**src/rtl/j1_irq_controller.sv**
```systemverilog
// Interrupt controller for the j1 core: synchronised sources, per-source pending
// latches with edge/level mode, enable mask, fixed lowest-index priority and a vector register.
module j1_irq_controller #(
    parameter int          NSRC       = 8,
    parameter logic [15:0] BASE       = 16'h0040,
    parameter logic [14:0] EDGE_RESET = 15'h00FF
) (
    input  logic            clk,
    input  logic            reset,
    input  logic            io_rd,
    input  logic            io_wr,
    input  logic [15:0]     io_addr,
    input  logic [15:0]     io_dout,
    output logic [15:0]     io_din,
    output logic            sel,
    input  logic [NSRC-1:0] irq_src,
    output logic            interrupt_request
);

    localparam logic [2:0] OFF_PENDING = 3'd0;
    localparam logic [2:0] OFF_ENABLE  = 3'd1;
    localparam logic [2:0] OFF_EDGE    = 3'd2;
    localparam logic [2:0] OFF_VECTOR  = 3'd3;
    localparam logic [2:0] OFF_SWSET   = 3'd4;
    localparam logic [2:0] OFF_RAW     = 3'd5;

    logic [NSRC-1:0] sync1_r;
    logic [NSRC-1:0] sync2_r;
    logic [NSRC-1:0] sync3_r;
    logic [NSRC-1:0] pend_r;
    logic [NSRC-1:0] enable_r;
    logic [NSRC-1:0] edge_mode_r;
    logic [NSRC-1:0] sw_latch_r;
    logic            irq_r;

    logic [2:0]      offset_s;
    logic            wr_hit_s;
    logic            rd_hit_s;
    logic [NSRC-1:0] wdata_s;
    logic [NSRC-1:0] w1c_s;
    logic [NSRC-1:0] swset_s;
    logic [NSRC-1:0] ack_s;
    logic [NSRC-1:0] edge_s;
    logic [NSRC-1:0] active_s;
    logic            any_s;
    logic [3:0]      win_idx_s;
    logic [15:0]     vector_s;
    logic [15:0]     rd_mux_s;
    logic [NSRC-1:0] pend_next_s;
    logic [NSRC-1:0] sw_next_s;
    logic            unused_ok_s;

    function automatic logic [3:0] lowest_index(input logic [NSRC-1:0] vec);
        logic [3:0] idx;
        idx = 4'd0;
        for (int i = NSRC - 1; i >= 0; i--) begin
            if (vec[i]) begin
                idx = 4'(i);
            end else begin
                idx = idx;
            end
        end
        return idx;
    endfunction

    assign sel         = (io_addr[15:4] == BASE[15:4]);
    assign offset_s    = io_addr[3:1];
    assign wr_hit_s    = io_wr & sel;
    assign rd_hit_s    = io_rd & sel;
    assign wdata_s     = io_dout[NSRC-1:0];
    assign edge_s      = sync2_r & ~sync3_r;
    assign active_s    = pend_r & enable_r;
    assign any_s       = |active_s;
    assign win_idx_s   = lowest_index(active_s);
    assign vector_s    = any_s ? {1'b1, 11'd0, win_idx_s} : 16'h000F;
    assign unused_ok_s = ^{io_dout, io_addr[0]};

    // Bus-side strobes: write-one-to-clear, software set and the vector-read acknowledge
    always_comb begin
        w1c_s   = {NSRC{1'b0}};
        swset_s = {NSRC{1'b0}};
        ack_s   = {NSRC{1'b0}};
        if (wr_hit_s && (offset_s == OFF_PENDING)) begin
            w1c_s = wdata_s;
        end else begin
            w1c_s = {NSRC{1'b0}};
        end
        if (wr_hit_s && (offset_s == OFF_SWSET)) begin
            swset_s = wdata_s;
        end else begin
            swset_s = {NSRC{1'b0}};
        end
        for (int i = 0; i < NSRC; i++) begin
            ack_s[i] = rd_hit_s && (offset_s == OFF_VECTOR) && any_s && (win_idx_s == 4'(i));
        end
    end

    // Per-source pending rules; in edge mode a set beats a clear in the same cycle
    always_comb begin
        pend_next_s = {NSRC{1'b0}};
        sw_next_s   = {NSRC{1'b0}};
        for (int i = 0; i < NSRC; i++) begin
            sw_next_s[i] = swset_s[i] | (sw_latch_r[i] & ~(w1c_s[i] | ack_s[i]));
            if (edge_mode_r[i]) begin
                pend_next_s[i] = edge_s[i] | swset_s[i] | (pend_r[i] & ~(w1c_s[i] | ack_s[i]));
            end else begin
                pend_next_s[i] = sync2_r[i] | sw_next_s[i];
            end
        end
    end

    // Register read multiplexer; every register is zero-extended to 16 bits
    always_comb begin
        rd_mux_s = 16'h0000;
        case (offset_s)
            OFF_PENDING: rd_mux_s = 16'(pend_r);
            OFF_ENABLE:  rd_mux_s = 16'(enable_r);
            OFF_EDGE:    rd_mux_s = 16'(edge_mode_r);
            OFF_VECTOR:  rd_mux_s = vector_s;
            OFF_RAW:     rd_mux_s = 16'(sync2_r);
            default:     rd_mux_s = 16'h0000;
        endcase
    end

    // Read data is only driven while this block is addressed
    always_comb begin
        io_din = 16'h0000;
        if (sel) begin
            io_din = rd_mux_s;
        end else begin
            io_din = 16'h0000;
        end
    end

    // Synchronisers and edge-detect history
    always_ff @(posedge clk) begin
        if (reset) begin
            sync1_r <= {NSRC{1'b0}};
            sync2_r <= {NSRC{1'b0}};
            sync3_r <= {NSRC{1'b0}};
        end else begin
            sync1_r <= irq_src;
            sync2_r <= sync1_r;
            sync3_r <= sync2_r;
        end
    end

    // Pending state, software latch and the registered request output
    always_ff @(posedge clk) begin
        if (reset) begin
            pend_r     <= {NSRC{1'b0}};
            sw_latch_r <= {NSRC{1'b0}};
            irq_r      <= 1'b0;
        end else begin
            pend_r     <= pend_next_s;
            sw_latch_r <= sw_next_s;
            irq_r      <= any_s;
        end
    end

    // Software-programmable mask and mode registers
    always_ff @(posedge clk) begin
        if (reset) begin
            enable_r    <= {NSRC{1'b0}};
            edge_mode_r <= EDGE_RESET[NSRC-1:0];
        end else begin
            if (wr_hit_s && (offset_s == OFF_ENABLE)) begin
                enable_r <= wdata_s;
            end else begin
                enable_r <= enable_r;
            end
            if (wr_hit_s && (offset_s == OFF_EDGE)) begin
                edge_mode_r <= wdata_s;
            end else begin
                edge_mode_r <= edge_mode_r;
            end
        end
    end

    assign interrupt_request = irq_r;

endmodule
```
**config.mk**
```make
export PLATFORM = sky130hd
export DESIGN_NAME = j1_irq_controller
export DESIGN_NICKNAME = d
export VERILOG_FILES = /design/src/rtl/j1_irq_controller.sv
export SDC_FILE = /design/constraint.sdc
export NUM_CORES = 1
export LEC_CHECK = 0
export BUFFER_PORTS_ARGS = -buffer_cell sky130_fd_sc_hd__buf_4
export CORE_UTILIZATION = 45
export DETAILED_ROUTE_END_ITERATION = 10
export PLACE_DENSITY = 0.68
export SYNTH_ARGS = -nofsm -noshare
export SYNTH_HDL_FRONTEND = slang
export SYNTH_SLANG_ARGS = --single-unit
```
**constraint.sdc**
```tcl
create_clock -name clk -period 2.3 [get_ports clk]
set_input_delay 0.23 -clock clk [delete_from_list [all_inputs] [get_ports clk]]
set_output_delay 0.23 -clock clk [all_outputs]
set_load 0.005 [all_outputs]
```
# Word-level counts from Yosys, hierarchy flattened
# Cells that the tools add are included.
# totals
reg_bits	57
input_bits	44
output_inout_bits	18
wordCells	128
# op_classes
n_eq_ne	13
mux	21
bitwise_logic	69
n_reduce_logical	17
# op_table
cell	count
$pmux 16 s5	1
$or 1x1->1	40
$mux 16	2
$mux 4	7
$and 1x1->1	18
$and 8x8->8	2
$eq 4x3->1 const B	4
$mux 8	2
$logic_and 1x1->1	14
$eq 12x3->1 const B	1
$eq 4x2->1 const B	2
$mux 1	8
$not 1->1	8
$not 8->8	1
$reduce_or 8->1	1
$eq 3x2->1 const B	2
$eq 3x3->1 const B	2
$eq 4x1->1 const B	1
$logic_not 4->1	1
$eq 3x1->1 const B	1
$logic_not 3->1	1
$mux 3	1

# Depth between registers and ports, before layout
# logic_depth
depth_word	17
mapped_depth	8
ltp_nobuf	6

# Least setup slack after synthesis
# Ideal clock, no wire load.
# synth_timing
path_type	input -> register
startpoint	input port io_addr[9]
endpoint	register pend_r[2]
setup_time_ps	132
arrival_ps	1911
t_required_ps	2168
slack_ps	256
path_stages	8
n_path_buf	2
path_cell_list	or4_4 -> buf_6 -> or3_1 -> buf_6 -> nor3_2 -> a32oi_1 -> o21ai_1 -> a21oi_1
# synth_between
elab_chain_len	11
word_cells_on_any_way	19
cone_classes	1 x eq/ne; 3 x mux; 10 x bitwise; 5 x reduce/logical
# synth_rtl
element	line_no	text
from (decl)	12	input logic [15:0] io_addr,
$eq 12x3->1 (*)	66	assign sel = (io_addr[15:4] == BASE[15:4]);
$and 1x1->1	69	assign rd_hit_s = io_rd & sel;
$logic_and 1x1->1 (3 in series)	94	ack_s[i] = rd_hit_s && (offset_s == OFF_VECTOR) && any_s && (win_idx_s == 4'(i));
$or 1x1->1	103, 105	
$not 1->1	103, 105	
$and 1x1->1	103	sw_next_s[i] = swset_s[i] | (sw_latch_r[i] & ~(w1c_s[i] | ack_s[i]));
$or 1x1->1	103	
$or 1x1->1	107	pend_next_s[i] = sync2_r[i] | sw_next_s[i];
$mux 1 (*)	104	if (edge_mode_r[i]) begin
to (signal assigned)	151	pend_r <= {NSRC{1'b0}};
to (signal assigned)	155	pend_r <= pend_next_s;
to (decl)	30	logic [NSRC-1:0] pend_r;
# Mark *: on every way between the ends. The rest lies on a longest branch, timed or not.
# A chain may end at the register's enable or synchronous reset.

# Worst setup path in the final report
# layout_timing
startpoint	register pend_r[3]
endpoint	output port io_din[0]
# layout_between
elab_chain_len	8
word_cells_on_any_way	9
cone_classes	7 x mux; 1 x bitwise; 1 x reduce/logical
# layout_rtl
element	line_no	text
$and 8x8->8 (*)	72	assign active_s = pend_r & enable_r;
$mux 4 (4 in series)	57	if (vec[i]) begin
$mux 16 (*)	75	assign vector_s = any_s ? {1'b1, 11'd0, win_idx_s} : 16'h000F;
$pmux 16 s5 (*)	115	case (offset_s)
$mux 16 (*)	128	if (sel) begin
to (decl)	14	output logic [15:0] io_din,
# Marks and branches as above.

==> flow_metrics.py <==
metrics = {
    "status": {
        "status": "finished clean",
    },
    "synthesis": {
        "ys_warn_count": 0,
        "async_flop_share_pct": 0,
        "ys.flop_type": "dfxtp_1",
        "netlist_area_sq_um": 2830,
        "synth.avg_cell_area_sq_um": 8.70,
        "ys_ff_latch": 57,
        "synth.yosys.seq_area_share_pct": 40.4,
        "synthCells": 325,
        "synth-edff-count": 0,
        "synth_cell_types": 49,
    },
    "global_route": {
        "globalRouteOverflowTotal": 0,
        "grt_pass1_wl_um": 10800,
        "grt_usage_pct": 22.3,
        "grt_use_met2_pct": 34.5,
        "grt_pass1_vias": 2321,
        "grt_max_degree": 62,
        "met3_usage_pct": 6.97,
        "antenna_found_initial": 0,
        "grt.met1_usage_pct": 28.6,
        "busiest_layer": "met2",
    },
    "pwr": {
        "vdd_ir_drop_max_uv": 384,
        "total_power_mw": 2.02,
        "p_sw_mw": 0.479,
        "pwr-share-seq_pct": 51.0,
        "power_density_nw_per_um2": 581,
        "p_leak_nw": 1.45,
        "intPower_mw": 1.54,
        "switching_share_pct": 23.7,
        "p_comb_share_pct": 8.3,
        "pwr-share-clk_pct": 40.7,
    },
    "min_path": {
        "min_to": "sync1_r[4]$_SDFF_PP0_",
        "holdPathStages": 2,
        "holdCritPathClass": "in -> reg",
        "hp-start": "irq_src[4]",
    },
    "critical_path": {
        "start_kind": "flop",
        "critPathCaptureType": "output pin",
        "path_cells": "nand2_1, a32oi_1, o21ai_1, a22o_1, a21oi_1, o21a_1, buf_4",
        "crit_fanout": 5,
        "cp.arrival_ns": 1.93,
        "critPathLaunch": "pend_r[3]$_SDFF_PP0_",
        "r2r_slack_ns": 0.52,
        "worstReg2RegStart": "pend_r[4]$_SDFF_PP0_",
        "criticalPathCategory": "reg -> out",
        "cpPeakStageDelay_ns": 0.39,
        "reg2reg_depth": 6,
        "timing.rr.end": "pend_r[7]$_SDFF_PP0_",
        "cp.required_ns": 2.07,
        "slowest_stage": "dfxtp_1",
    },
    "floorplan": {
        "die_y_um": 81.3,
        "die_w_um": 81.3,
        "io_pins": 62,
        "die_area_sq_um": 6600,
        "core_area_sq_um": 5990,
        "start_util_pct": 47.2,
        "row_count": 28,
    },
    "sta": {
        "hold_viol_final": 0,
        "rsz0062_at_grt": "no",
        "slew_viol_final": 0,
        "fin_skew_ns": 0.00886,
        "hold_slack_ns": 0.103,
        "max_slew_margin_pct": 60.3,
        "max_freq_mhz": 462,
        "finalCritPeriodShare_pct": 94.1,
        "worst_pin_slew_ns": 0.596,
        "setup_viol": 0,
        "fin_crit_ns": 2.16,
    },
    "clocking": {
        "clk_pin_slew_ns": 0.06,
        "h-tree-depth": 3,
        "cts_tree": "done",
        "cts_num_sinks": 57,
        "cts_setup_buffers": 0,
        "cts_root_buffer": "clkbuf_8",
        "clk_latency_ns": 0.34,
        "cts_hold_buf": 0,
        "clockBufferDepth": 2,
        "numCtsBuffers": 9,
    },
    "route": {
        "ant_nets": 0,
        "vias_per_cell": 5.42,
        "wl_per_cell_um": 14.3,
        "drcViolationCount": 0,
        "num_vias": 2503,
        "wl_um": 6590,
        "firstDrtPassIters": 5,
        "dr.first_iter.drc_count": 194,
    },
    "layout": {
        "postLayoutCellArea_sq_um": 3480,
        "instances_no_fill": 462,
        "area_growth_pct": 23.1,
        "drive_gt1_share_pct": 23.5,
        "nNetsFinal": 426,
        "diodes": 0,
    },
    "place": {
        "place_inst": 446,
        "io_buffers": 45,
        "hpwlAfterDp_um": 4740,
        "place_congestion": 0.834,
        "place_area_sq_um": 3300,
    },
    "flow_run": {
        "drv_cap": 0,
    },
}
final cells by class:
| class | count | area, sq um |
|---|---|---|
| inverters | 8 | 30.0 |
| clock buffers | 13 | 159 |
| fillers | 578 | 2510 |
| repair buffers | 66 | 508 |
| well taps | 75 | 93.8 |
| multi-input cells | 240 | 1530 |
| flip-flops and latches | 57 | 1140 |
| clock inverters | 3 | 15.0 |
cells in the final DEF (no fill, tap or decap), drive strengths merged, types with 3 or more instances in the layout:
master,netlist,final
buf,15,66
dfxtp,57,57
nor2b,34,34
nor2,34,34
a21oi,27,27
nand2,22,22
mux2i,15,15
clkbuf,11,13
a22oi,12,12
o21ai,11,11
inv,8,8
a211o,8,8
conb,1,7
nor3,7,7
a31oi,5,5
nand3b,5,5
nand3,5,5
nor4,5,5
o22ai,4,4
a22o,4,4
a21boi,4,4
o31a,3,3
nand2b,3,3
clkinv,0,3
what timing repair did:
item,4_1_cts,5_1_grt
resized for setup,0,3
endpoints found under the hold margin,0,0
setup endpoints to repair,0,5
sequential cells by signal, indices dropped and copies added, names as in the netlist:
name and flops:
interrupt_request 1, sync3_r 8, sync2_r 8, pend_r 8, sw_latch_r 8, enable_r 8
sync1_r 8, edge_mode_r 8
power by group through the flow:
| stage | combinational (mW) | clock [mW] | sequential (mW) |
|---|---|---|---|
| floorplan | 0.102 | 0 | 1.05 |
| global placement | 0.163 | 0 | 1.05 |
| detailed placement | 0.166 | 0 | 1.05 |
| CTS | 0.167 | 0.850 | 1.03 |
| global route | 0.187 | 0.900 | 1.03 |
| finish | 0.167 | 0.823 | 1.03 |
synthesized netlist by cell type, drive strengths merged, types with 3 or more instances:
master / count / area share (%)
nand3: 5 / 0.88
buf: 15 / 4.0
a21oi: 27 / 4.8
o22ai: 4 / 0.88
clkbuf: 11 / 1.5
o31a: 3 / 0.93
inv: 8 / 1.1
a22oi: 12 / 3.2
dfxtp: 57 / 40
mux2i: 15 / 5.3
a21boi: 4 / 1.1
a31oi: 5 / 1.1
nand3b: 5 / 1.3
nor3: 7 / 1.4
a22o: 4 / 1.2
nand2: 22 / 2.9
nand2b: 3 / 0.66
nor2: 34 / 4.5
o21ai: 11 / 1.9
nor2b: 34 / 7.5
a211o: 8 / 2.5
nor4: 5 / 3.1
critical path: cells and delay by family, from the launching register on:
family | cells | cell delay [ns]
flip-flops | 1 | 0.39
AO/OA/AOI/OAI | 5 | 1.00
buffers and inverters | 1 | 0.11
AND/OR/NAND/NOR | 1 | 0.11
layer usage:
layer	part of all wire, %	up-vias
met5	0	-
met4	1.4	0
met3	7.3	8
met2	46	85
met1	45	1144
li1	-	1266
cells by family (layout without fill, tap and decap cells):
| kind of cell | Yosys count | count (layout) | share of synthesized area, % |
|---|---|---|---|
| flops | 57 | 57 | 40.4 |
| compound gates | 89 | 89 | 20.9 |
| mux | 15 | 15 | 5.31 |
| buf+inv | 34 | 90 | 6.55 |
| other cells | 1 | 7 | 0.133 |
| simple gates | 129 | 129 | 26.8 |
worst max path at each step:
| stage | end | slack [ns] | cells past startpoint |
|---|---|---|---|
| after floorplan | pend_r[2]$_SDFF_PP0_ | 0.26 | 8 |
| after global placement | pend_r[7]$_SDFF_PP0_ | -0.006 | 8 |
| after detailed placement | pend_r[7]$_SDFF_PP0_ | -0.03 | 8 |
| after CTS | io_din[2] | 0.07 | 7 |
| after global routing | io_din[2] | 0.03 | 7 |
| final | io_din[0] | 0.14 | 7 |
stage by stage:
| step | worst slack [ns] | util, % | setup TNS, ns |
|---|---|---|---|
| finish | 0.136 | 58.1 | 0 |
| global route | 0.0344 | 58.1 | 0 |
| CTS | 0.0655 | 57.9 | 0 |
| detailed placement | -0.0316 | 55.0 | -0.0685 |
| global placement | -0.00568 | 55.0 | -0.00711 |
| floorplan | 0.256 | - | 0 |
(Power assumes the default switching activity.)
